## config.mk

```make
export PLATFORM = sky130hd
export DESIGN_NAME = output_deskew_buffer
export DESIGN_NICKNAME = d
export VERILOG_FILES = /design/src/rtl/output_deskew_buffer.sv
export SDC_FILE = /design/constraint.sdc
export NUM_CORES = 1
export LEC_CHECK = 0
export BUFFER_PORTS_ARGS = -buffer_cell sky130_fd_sc_hd__buf_2
export CORE_MARGIN = 8
export CORE_UTILIZATION = 45
export DETAILED_ROUTE_END_ITERATION = 7
export PLACE_DENSITY = 0.73
export SYNTH_ARGS = -nofsm -noshare
export SYNTH_HDL_FRONTEND = slang
export SYNTH_SLANG_ARGS = --single-unit
```

## constraint.sdc

```tcl
create_clock -name clk -period 19.1 [get_ports clk]
set_input_delay 0 -clock clk [delete_from_list [all_inputs] [get_ports clk]]
set_output_delay 0 -clock clk [all_outputs]
set_load 0.03 [all_outputs]
```

## src/rtl/output_deskew_buffer.sv

```systemverilog
// Re-aligns skewed per-column partial sums from the systolic array into whole rows,
// with per-column FIFOs, a single valid/ready output, per-tile row counting and flow-control flags.
module output_deskew_buffer #(
    parameter int SYS_COLS   = 4,
    parameter int P_BITWIDTH = 32,
    parameter int DEPTH      = 8,
    parameter int CNT_W      = 16
) (
    input  logic                                 clk,
    input  logic                                 rst,
    input  logic [SYS_COLS-1:0]                  i_valid,
    input  logic [SYS_COLS-1:0][P_BITWIDTH-1:0]  i_data,
    output logic                                 o_valid,
    output logic [SYS_COLS-1:0][P_BITWIDTH-1:0]  o_data,
    input  logic                                 o_ready,
    input  logic [CNT_W-1:0]                     tile_rows,
    output logic                                 tile_done,
    output logic                                 o_stall,
    output logic                                 overflow
);

    localparam int AW = (DEPTH > 1) ? $clog2(DEPTH) : 1;
    localparam int CW = AW + 1;
    localparam logic [CW-1:0] FULL_CNT  = CW'(DEPTH);
    localparam logic [CW-1:0] STALL_CNT = CW'(DEPTH - SYS_COLS);

    logic [SYS_COLS-1:0] push;
    logic [SYS_COLS-1:0] drop;
    logic [SYS_COLS-1:0] nonempty;
    logic [SYS_COLS-1:0] near_full;
    logic                pop;

    logic             o_valid_reg, o_valid_next;
    logic             overflow_reg, overflow_next;
    logic             tile_done_reg, tile_done_next;
    logic [CNT_W-1:0] row_cnt_reg, row_cnt_next;
    logic             handshake;

    // Pop only sees counts from before this edge; a same-edge push is not counted.
    assign pop       = (&nonempty) && (!o_valid_reg || o_ready);
    assign handshake = o_valid_reg && o_ready;

    generate
        for (genvar gi = 0; gi < SYS_COLS; gi++) begin : g_col
            logic [P_BITWIDTH-1:0] mem [DEPTH];
            logic [AW-1:0]         wr_ptr_reg;
            logic [AW-1:0]         rd_ptr_reg;
            logic [CW-1:0]         count_reg;
            logic [CW-1:0]         count_next;
            logic [P_BITWIDTH-1:0] out_reg;

            assign push[gi]      = i_valid[gi] && ((count_reg != FULL_CNT) || pop);
            assign drop[gi]      = i_valid[gi] && (count_reg == FULL_CNT) && !pop;
            assign nonempty[gi]  = (count_reg != '0);
            assign near_full[gi] = (count_reg >= STALL_CNT);

            always_comb begin
                count_next = count_reg;
                case ({push[gi], pop})
                    2'b10:   count_next = count_reg + 1'b1;
                    2'b01:   count_next = count_reg - 1'b1;
                    default: count_next = count_reg;
                endcase
            end

            always_ff @(posedge clk) begin
                if (rst) begin
                    wr_ptr_reg <= '0;
                    rd_ptr_reg <= '0;
                    count_reg  <= '0;
                end else begin
                    if (push[gi]) wr_ptr_reg <= wr_ptr_reg + 1'b1;
                    if (pop)      rd_ptr_reg <= rd_ptr_reg + 1'b1;
                    count_reg <= count_next;
                end
            end

            // Storage and output data carry no reset; both are qualified by counts/o_valid.
            always_ff @(posedge clk) begin
                if (push[gi] && !rst) mem[wr_ptr_reg] <= i_data[gi];
                if (pop && !rst)      out_reg <= mem[rd_ptr_reg];
            end

            assign o_data[gi] = out_reg;
        end
    endgenerate

    always_comb begin
        o_valid_next   = o_valid_reg;
        overflow_next  = overflow_reg || (|drop);
        tile_done_next = 1'b0;
        row_cnt_next   = row_cnt_reg;

        if (pop)
            o_valid_next = 1'b1;
        else if (o_ready)
            o_valid_next = 1'b0;

        // tile_rows == 0 disables the compare so the counter simply wraps.
        if (handshake) begin
            if ((tile_rows != '0) && (row_cnt_reg == tile_rows - 1'b1)) begin
                row_cnt_next   = '0;
                tile_done_next = 1'b1;
            end else begin
                row_cnt_next = row_cnt_reg + 1'b1;
            end
        end
    end

    always_ff @(posedge clk) begin
        if (rst) begin
            o_valid_reg   <= 1'b0;
            overflow_reg  <= 1'b0;
            tile_done_reg <= 1'b0;
            row_cnt_reg   <= '0;
        end else begin
            o_valid_reg   <= o_valid_next;
            overflow_reg  <= overflow_next;
            tile_done_reg <= tile_done_next;
            row_cnt_reg   <= row_cnt_next;
        end
    end

    assign o_valid   = o_valid_reg;
    assign overflow  = overflow_reg;
    assign tile_done = tile_done_reg;
    assign o_stall   = |near_full;

endmodule

```

==> results of run 1 <==
-- layer usage --
layer	global-route usage [%]	vias to the layer above
met1	21.9	11600
met4	4.81	10
met3	3.73	177
met5	0	-
li1	-	9647
met2	28.7	757
-- worst register-to-register path, delay by kind of cell (launching register included) --
kind,cells,cell delay (ns)
fa+ha+maj,1,0.28
simple gates,5,1.77
buf+inv,1,0.20
compound gates,4,0.99
flops,1,0.43
-- path summary, 6_finish.rpt --
kind | depth (start not counted) | to | slack (ns)
max | 11 | g_col[2].count_reg[3] | 15.28
min | 2 | g_col[2].mem[6][22] | 0.10
max reg2reg | 11 | g_col[2].count_reg[3] | 15.28
min reg2reg | 2 | g_col[3].rd_ptr_reg[1] | 0.47
-- power by group through the flow --
stage / registers (uW) / logic [uW] / clock network, uW
after floorplan: 3060 / 202 / 0
after global placement: 3050 / 302 / 0
after detailed placement: 3060 / 316 / 0
after CTS: 3000 / 345 / 2300
after global routing: 3010 / 369 / 2400
final: 3000 / 341 / 2260
-- cell usage in the layout (no fill, tap or decap), drive strengths merged, types with 52 or more instances in the layout --
| cell type | instances |
|---|---|
| clkinv | 52 |
| mux2 | 128 |
| dlygate4sd3 | 143 |
| buf | 319 |
| nor2 | 82 |
| nand2 | 55 |
| edfxtp | 1152 |
| dfxtp | 59 |
| mux4 | 256 |
| clkbuf | 136 |
-- logic make-up after synthesis --
kind of cell    Yosys count  share of synthesized area [%]
flops                  1211                           77.8
simple gates            252                           2.81
fa+ha+maj                23                          0.691
xor+xnor                 59                           1.12
buf+inv                 106                          0.904
mux                     390                           15.8
compound gates           59                          0.849
-- through the flow --
step | setup WS [ns] | std cells
global route | 15.07 | 4059
detailed placement | 15.43 | 3697
global placement | 15.51 | 3697
CTS | 15.41 | 4056
floorplan | 11.76 | 2100
finish | 15.28 | 4069
-- layout make-up --
cell class / count / area share (%)
inverters: 16 / 0.110
well taps: 1368 / 3.14
clock buffers: 136 / 5.52
diodes: 13 / 0.0597
clock inverters: 80 / 1.42
repair buffers: 462 / 5.73
flip-flops and latches: 1211 / 65.7
multi-input cells: 783 / 18.3
-- timing repair --
action                                   CTS  global route
hold buffers                             143             0
endpoints found under the hold margin   1082             0
endpoints found under the setup margin     0             0
==> flow_metrics.py, run 1 <==
metrics = {
    "status": {
        "status": "complete, no violations",
    },
    "worst_setup_path": {
        "worst_path_largest_cell_delay_ns": 0.77,
        "crit_arrival_ns": 4.36,
        "cp_slowest_cell": "nor2b_2",
        "worstSetupPathType": "register to register",
        "cp_cell_sequence": "nor4_1, or4_1, nor2b_2, nand2b_1, inv_1, ha_1, a21o_1, a21oi_1, nor2_1, a221oi_1, a211oi_1",
        "crit_start": "g_col[2].count_reg[0]",
        "timing.rr.start": "g_col[2].count_reg[0]",
        "startpoint_type": "register",
        "cp_max_fo": 20,
        "critical_path.endpoint_type": "register",
        "worstPathRequired_ns": 19.64,
        "critPathTopFamily": "simple AND/OR/NAND/NOR gates",
        "path_buf_inv": 1,
    },
    "floorplanning": {
        "initial_core_util_pct": 45.2,
        "pin_count": 283,
        "die_w_um": 336,
        "dieHeight_um": 336,
        "die_area_um2": 113000,
        "core-area_um2": 102000,
        "rows": 117,
    },
    "cells_and_area": {
        "fin_util_pct": 53.6,
        "largest_reg_flops": 1024,
        "multi_input_area_um2": 9970,
        "final_nets": 2765,
        "finalInstanceArea_um2": 54500,
        "regArea_um2": 35800,
        "area_growth_pct": 18.5,
        "fillCellCount": 7626,
        "drive_gt1_share_pct": 35.2,
    },
    "sta": {
        "rsz0062_at_grt": "false",
        "slew-limit-headroom_pct": 19.4,
        "whs_ns": 0.103,
        "tns_ns": 0,
        "hold_violations": 0,
        "max_clock_freq_mhz": 262,
        "drv_slew": 0,
        "clock_skew_ns": 0.0477,
        "fin_crit_sh_pct": 20.0,
        "worstMarginPinSlew_ns": 1.21,
        "finalSetupViolations": 0,
        "period_needed_ns": 3.82,
    },
    "placed_design": {
        "dp_hpwl_mm": 55.5,
        "placed_area_um2": 49200,
        "portBuffers": 282,
        "place_congestion": 0.798,
    },
    "grt": {
        "grt_pass1_vias": 23800,
        "grt_usage_pct": 16.9,
        "grt_max_degree": 67,
        "antenna_found_initial": 15,
        "grt_pass1_wl_mm": 146,
        "gr-total-overflow": 0,
    },
    "synthesis": {
        "synth.most_common_cell": "edfxtp_1",
        "synthTopCellsByCount": "edfxtp_1, mux4_2, mux2_2, nor2_1, dfxtp_1",
        "yosysUniqueCellTypes": 60,
        "yosysWarnings": 0,
        "ys_ff_latch": 1211,
        "synth_ff_type": "edfxtp_1",
        "syn_area_um2": 46000,
        "ys_top_cells_by_area": "edfxtp_1, mux4_2, mux2_2, dfxtp_1, xor2_1",
        "synthCells": 2100,
        "ys_async_sr_fraction_pct": 0,
        "synth_edf_count": 1152,
        "seq_area_frac_synth_pct": 77.8,
        "synth_top_cell_area_share_pct": 75.2,
        "syn_area_per_cell_um2": 21.9,
        "yosys.area.top_type": "edfxtp_1",
        "synth_nets": 2274,
    },
    "clock_network": {
        "cts_setup_buffers": 0,
        "clkSlewWorstSetupHoldPaths_ns": 0.06,
        "cts.repair.resized": 0,
        "cts_buffers": 117,
        "clock_sinks": 1211,
        "cts_htree_levels": 3,
        "cts_tree": "yes",
        "clk_latency_ns": 0.71,
        "cts-root-buf": "clkbuf_16",
        "cts_buffer_depth": 3,
    },
    "detailed_routing": {
        "wl_met3_mm": 6.70,
        "drt_iter0_markers": 1737,
        "drt_wl_total_mm": 96.3,
        "vias_per_cell": 5.45,
        "wl_met2_mm": 48.6,
        "drtAntennaViolNets": 0,
        "wl_met1_mm": 38.7,
        "top_layer": "met5",
        "num_vias": 22200,
        "drcViolationCount": 0,
        "routedWlPerCell_um": 23.7,
        "drtPass1Iterations": 5,
    },
    "power_and_ir_drop": {
        "p_int_uw": 4400,
        "max-vdd-ir-drop_uv": 76.8,
        "clockPowerShare_pct": 40.3,
        "total_power_uw": 5600,
        "power.net_switching_uw": 1200,
        "p_seq_share_pct": 53.6,
        "p_sw_share_pct": 21.4,
        "p_leak_uw": 0.0174,
        "p_per_area_nw_per_um2": 103,
        "combPwrFrac_pct": 6.1,
    },
    "hold_path": {
        "min_from": "i_data[86]",
        "worstHoldPathType": "input port to register",
    },
    "job": {
        "cap_violations": 0,
    },
}
(Power assumes the default switching activity.)
==> run 2: changes to the inputs <==
- PLACE_DENSITY: 0.73 -> 0.75
- clock period: 19.1 -> 3.5 ns (I/O delays scaled with it)
==> run 2 against run 1 <==
First-iteration DRC count increased by 1.3%. Via count decreased by 0.93%. Sequential power increased to 5.5 times the previous value. Critical path type unchanged. Critical endpoint is now g_col[1].mem[3][13]. Largest power group unchanged.
==> flow_metrics.py, run 2 (same netlist as run 1, synthesis figures left out) <==
metrics = {
    "clock_network": {
        "cts-root-buf": "clkbuf_16",
        "cts_tree": "yes",
        "cts_buffers": 118,
        "clock_sinks": 1211,
        "cts_htree_levels": 3,
        "cts_buffer_depth": 3,
        "cts.repair.resized": 0,
        "clkSlewWorstSetupHoldPaths_ns": 0.06,
        "clk_latency_ns": 0.70,
    },
    "grt": {
        "antenna_found_initial": 5,
        "grt_max_degree": 79,
        "grt_pass1_vias": 23900,
        "grt_usage_pct": 16.8,
        "gr-total-overflow": 0,
        "grt_pass1_wl_mm": 146,
    },
    "floorplanning": {
        "rows": 117,
        "initial_core_util_pct": 45.2,
        "core-area_um2": 102000,
        "die_area_um2": 113000,
        "die_w_um": 336,
        "pin_count": 283,
        "dieHeight_um": 336,
    },
    "sta": {
        "worstMarginPinSlew_ns": 1.08,
        "slew-limit-headroom_pct": 27.8,
        "fin_crit_sh_pct": 86.0,
        "max_clock_freq_mhz": 332,
        "drv_slew": 0,
        "clock_skew_ns": 0.0184,
        "rsz0062_at_grt": "false",
        "period_needed_ns": 3.01,
        "hold_violations": 0,
        "whs_ns": 0.117,
        "finalSetupViolations": 0,
    },
    "status": {
        "status": "complete, no violations",
    },
    "cells_and_area": {
        "largest_reg_flops": 1024,
        "drive_gt1_share_pct": 35.8,
        "final_nets": 2780,
        "final_cell_mix": "edfxtp_1, buf_2, mux4_2",
        "layout_commonest_cell": "edfxtp_1",
        "area_growth_pct": 19.6,
    },
    "placed_design": {
        "portBuffers": 282,
        "place_congestion": 0.798,
        "dp_hpwl_mm": 56.6,
    },
    "detailed_routing": {
        "drcViolationCount": 0,
        "vias_per_cell": 5.40,
        "drt_wl_total_mm": 95.5,
        "num_vias": 22000,
        "routedWlPerCell_um": 23.4,
        "drtPass1Iterations": 7,
        "drt_iter0_markers": 1760,
        "drtAntennaViolNets": 0,
    },
    "worst_setup_path": {
        "startpoint_type": "register",
        "worstPathRequired_ns": 3.89,
        "crit_arrival_ns": 3.40,
        "critical_path.endpoint_type": "register",
        "cp_slowest_cell": "or4_1",
        "cp_max_fo": 21,
        "worst_path_largest_cell_delay_ns": 0.54,
        "worstSetupPathType": "register to register",
        "rrSetupSlack_ns": 0.49,
        "cp_cell_sequence": "nor4_1, or4_1, nand2b_4, nand2_1, nand3_1, nor2_4, buf_12",
    },
    "power_and_ir_drop": {
        "total_power_uw": 30700,
        "p_per_area_nw_per_um2": 559,
        "max-vdd-ir-drop_uv": 441,
        "p_leak_uw": 0.0176,
    },
    "job": {
        "cap_violations": 0,
    },
    "hold_path": {
        "worstHoldPathType": "input port to register",
    },
}
-- run 2: repair_timing --
| item | 4_1_cts | 5_1_grt |
|---|---|---|
| buffers inserted | 0 | 0 |
| hold buffers | 139 | 0 |
| hold endpoints to repair | 1118 | 0 |
-- run 2: critical path: cells and delay by family, from the launching register on --
kind,cells,cell delay (ns)
and+or+nand+nor,6,2.00
buffers and inverters,1,0.25
DFF,1,0.42
-- run 2: cell type report --
type                    instances  area (um^2)
clock inverters                71          691
fillers                      7527        46600
well taps                    1368         1710
diodes                          4         10.0
flip-flops and latches       1211        35800
clock buffers                 145         3120
repair buffers                476         3490
inverters                      16         60.1
multi-input cells             783        10100
-- run 2: stage by stage --
stage | cells | utilization (%) | worst slack, ns | instance area (um^2) | TNS (ns)
2_1_floorplan | 2100 | - | -0.0801 | 46100 | -10.25
3_3_place_gp | 3715 | 49.0 | 0.612 | 49800 | 0
3_5_place_dp | 3715 | 49.0 | 0.492 | 49800 | 0
4_1_cts | 4070 | 54.1 | 0.471 | 55000 | 0
5_1_grt | 4071 | 54.1 | 0.321 | 55000 | 0
6_report | 4074 | 54.1 | 0.488 | 55000 | 0
-- run 2: where the power goes --
part / switching (uW) / internal [uW] / total (uW)
clock network: 5320 / 7090 / 12400
logic: 1030 / 921 / 1950
registers: 175 / 16200 / 16400
total: 6530 / 24200 / 30700
-- run 2: worst paths after layout --
| check | endpoint | startpoint | depth (start not counted) |
|---|---|---|---|
| worst max-delay path | g_col[1].mem[3][13] | g_col[3].count_reg[1] | 7 |
| worst min-delay path | g_col[3].mem[4][25] | i_data[121] | 2 |
| worst max register to register | g_col[1].mem[3][13] | g_col[3].count_reg[1] | 7 |
| worst min register to register | g_col[0].count_reg[3] | g_col[0].count_reg[3] | 1 |
-- run 2: routing by layer --
metal | vias to the layer above | share of wire (%) | GRT usage (%)
met5 | - | 0.014 | 0
met4 | 2 | 2.0 | 4.61
met3 | 136 | 5.4 | 2.83
met2 | 690 | 52 | 29.5
met1 | 11500 | 40 | 21.6
li1 | 9676 | - | -
==> run 3: changes to the inputs <==
- CELL_PAD_IN_SITES_DETAIL_PLACEMENT: not set -> 0
- CELL_PAD_IN_SITES_GLOBAL_PLACEMENT: not set -> 1
- PLACE_DENSITY: 0.75 -> 0.82
==> run 3 against run 2 <==
Clock power grew 4%. Power grew 1.4%. Combinational power shrank 2%. Flip-flop and latch count is the same. Sequential power is essentially flat. Hold slack lost 0.00058 ns. Non-clock buffer count grew 5. Clock skew is essentially flat. Cell count grew 0.12%. Critical path type unchanged.
==> flow_metrics.py, run 3 (same netlist as run 1, synthesis figures left out) <==
metrics = {
    "status": {
        "status": "complete, no violations",
    },
    "cells_and_area": {
        "final_cell_mix": "edfxtp_1, buf_2, mux4_2",
        "layout_commonest_cell": "edfxtp_1",
        "finalInstanceArea_um2": 55000,
        "final_nets": 2785,
        "drive_gt1_share_pct": 36.1,
        "largest_reg_flops": 1024,
        "area_growth_pct": 19.6,
    },
    "power_and_ir_drop": {
        "p_per_area_nw_per_um2": 567,
        "p_leak_uw": 0.0177,
        "max-vdd-ir-drop_uv": 436,
    },
    "detailed_routing": {
        "drtPass1Iterations": 7,
        "num_vias": 21900,
        "drt_iter0_markers": 1857,
        "drtAntennaViolNets": 0,
        "drt_wl_total_mm": 94.6,
        "drcViolationCount": 0,
        "vias_per_cell": 5.38,
        "routedWlPerCell_um": 23.2,
    },
    "floorplanning": {
        "rows": 117,
        "pin_count": 283,
        "initial_core_util_pct": 45.2,
        "dieHeight_um": 336,
        "core-area_um2": 102000,
        "die_w_um": 336,
        "die_area_um2": 113000,
    },
    "worst_setup_path": {
        "critical_path.endpoint_type": "register",
        "cp_max_fo": 8,
        "r2r_cells": 12,
        "worst_path_largest_cell_delay_ns": 0.60,
        "cp.depth": 12,
        "startpoint_type": "register",
        "critPathTopFamily": "simple AND/OR/NAND/NOR gates",
        "path_buf_inv": 2,
        "cp_cell_sequence": "nor4_1, or4_1, nor2b_2, buf_4, nand2b_1, inv_1, ha_1, a21o_1, a21oi_1, nor2_1, a221oi_1, a211oi_1",
        "worstSetupPathType": "register to register",
        "cp_slowest_cell": "or4_1",
        "worstPathRequired_ns": 4.06,
        "crit_arrival_ns": 3.65,
    },
    "sta": {
        "finalSetupViolations": 0,
        "whs_ns": 0.116,
        "slew-limit-headroom_pct": 41.1,
        "rsz0062_at_grt": "false",
        "fin_crit_sh_pct": 88.3,
        "worstMarginPinSlew_ns": 0.884,
        "drv_slew": 0,
        "period_needed_ns": 3.09,
        "max_clock_freq_mhz": 324,
        "hold_violations": 0,
        "clock_skew_ns": 0.0185,
    },
    "clock_network": {
        "cts_buffer_depth": 3,
        "clk_latency_ns": 0.69,
        "cts-root-buf": "clkbuf_16",
        "cts_htree_levels": 3,
        "clkSlewWorstSetupHoldPaths_ns": 0.06,
        "cts_tree": "yes",
        "cts_buffers": 118,
        "cts.repair.resized": 0,
        "clock_sinks": 1211,
    },
    "grt": {
        "gr-total-overflow": 0,
        "grt_usage_pct": 16.5,
        "grt_max_degree": 80,
        "grt_pass1_vias": 23600,
        "antenna_found_initial": 5,
        "grt_pass1_wl_mm": 143,
    },
    "placed_design": {
        "dp_hpwl_mm": 55.4,
        "place_congestion": 0.789,
        "placed_area_um2": 49600,
        "portBuffers": 282,
    },
    "hold_path": {
        "whs_path_depth": 2,
        "worstHoldPathType": "input port to register",
    },
    "job": {
        "cap_violations": 0,
    },
}
[run 3: cell types whose count changed in the layout (fill, tap and decap cells not counted), sizes merged]
cell | before | now
clkinvlp | 2 | 4
inv | 27 | 20
dlygate4sd3 | 139 | 140
clkinv | 48 | 49
diode | 4 | 1
bufinv | 10 | 17
buf | 337 | 341
[run 3: per-layer routing]
layer / GRT usage, % / share of wire [%]
met4: 3.66 / 1.5
met5: 0 / 0.029
met1: 21.4 / 41
met2: 29.0 / 52
met3: 3.24 / 5.4
[run 3: final cells by class]
class	count	area [um^2]
Fill cell	7603	46600
Sequential cell	1211	35800
Multi-Input combinational cell	783	10000
Timing Repair Buffer	481	3390
Clock buffer	145	3120
Tap cell	1368	1710
Clock inverter	74	877
Inverter	16	60.1
Antenna cell	1	2.50
[run 3: where the power goes]
part / total [uW] / internal [uW] / leakage [uW] / switching (uW)
Clock: 12900 / 7590 / 0.00195 / 5300
Combinational: 1910 / 911 / 0.00486 / 996
Sequential: 16400 / 16200 / 0.0109 / 187
[run 3: path summary, 6_finish.rpt]
path	start	endpoint	slack (ns)
max	g_col[0].count_reg[2]	g_col[1].count_reg[3]	0.41
min	i_data[45]	g_col[1].mem[2][13]	0.12
max reg2reg	g_col[0].count_reg[2]	g_col[1].count_reg[3]	0.41
min reg2reg	g_col[0].count_reg[3]	g_col[0].count_reg[3]	0.49
[run 3: what timing repair did]
item,4_1_cts,5_1_grt
hold buffers,140,0
buffers inserted,0,0
endpoints found under the hold margin,1097,0
[run 3: worst register-to-register path, delay by kind of cell (launching register included)]
kind / cells / cell delay (ns)
and+or+nand+nor: 5 / 1.10
AOI/OAI and AO/OA: 4 / 0.84
DFF: 1 / 0.38
buffers and inverters: 2 / 0.36
adders and majority gates: 1 / 0.26
[run 3: per-stage QoR]
stage | utilization, % | setup slack, ns | setup TNS, ns | std cells | power [uW]
after floorplan | - | -0.0801 | -10.25 | 2100 | 17800
after global placement | 48.8 | 0.573 | 0 | 3719 | 18400
after detailed placement | 48.8 | 0.462 | 0 | 3719 | 18500
after CTS | 54.1 | 0.429 | 0 | 4078 | 31500
after global routing | 54.1 | 0.186 | 0 | 4078 | 32200
final | 54.1 | 0.410 | 0 | 4079 | 31200
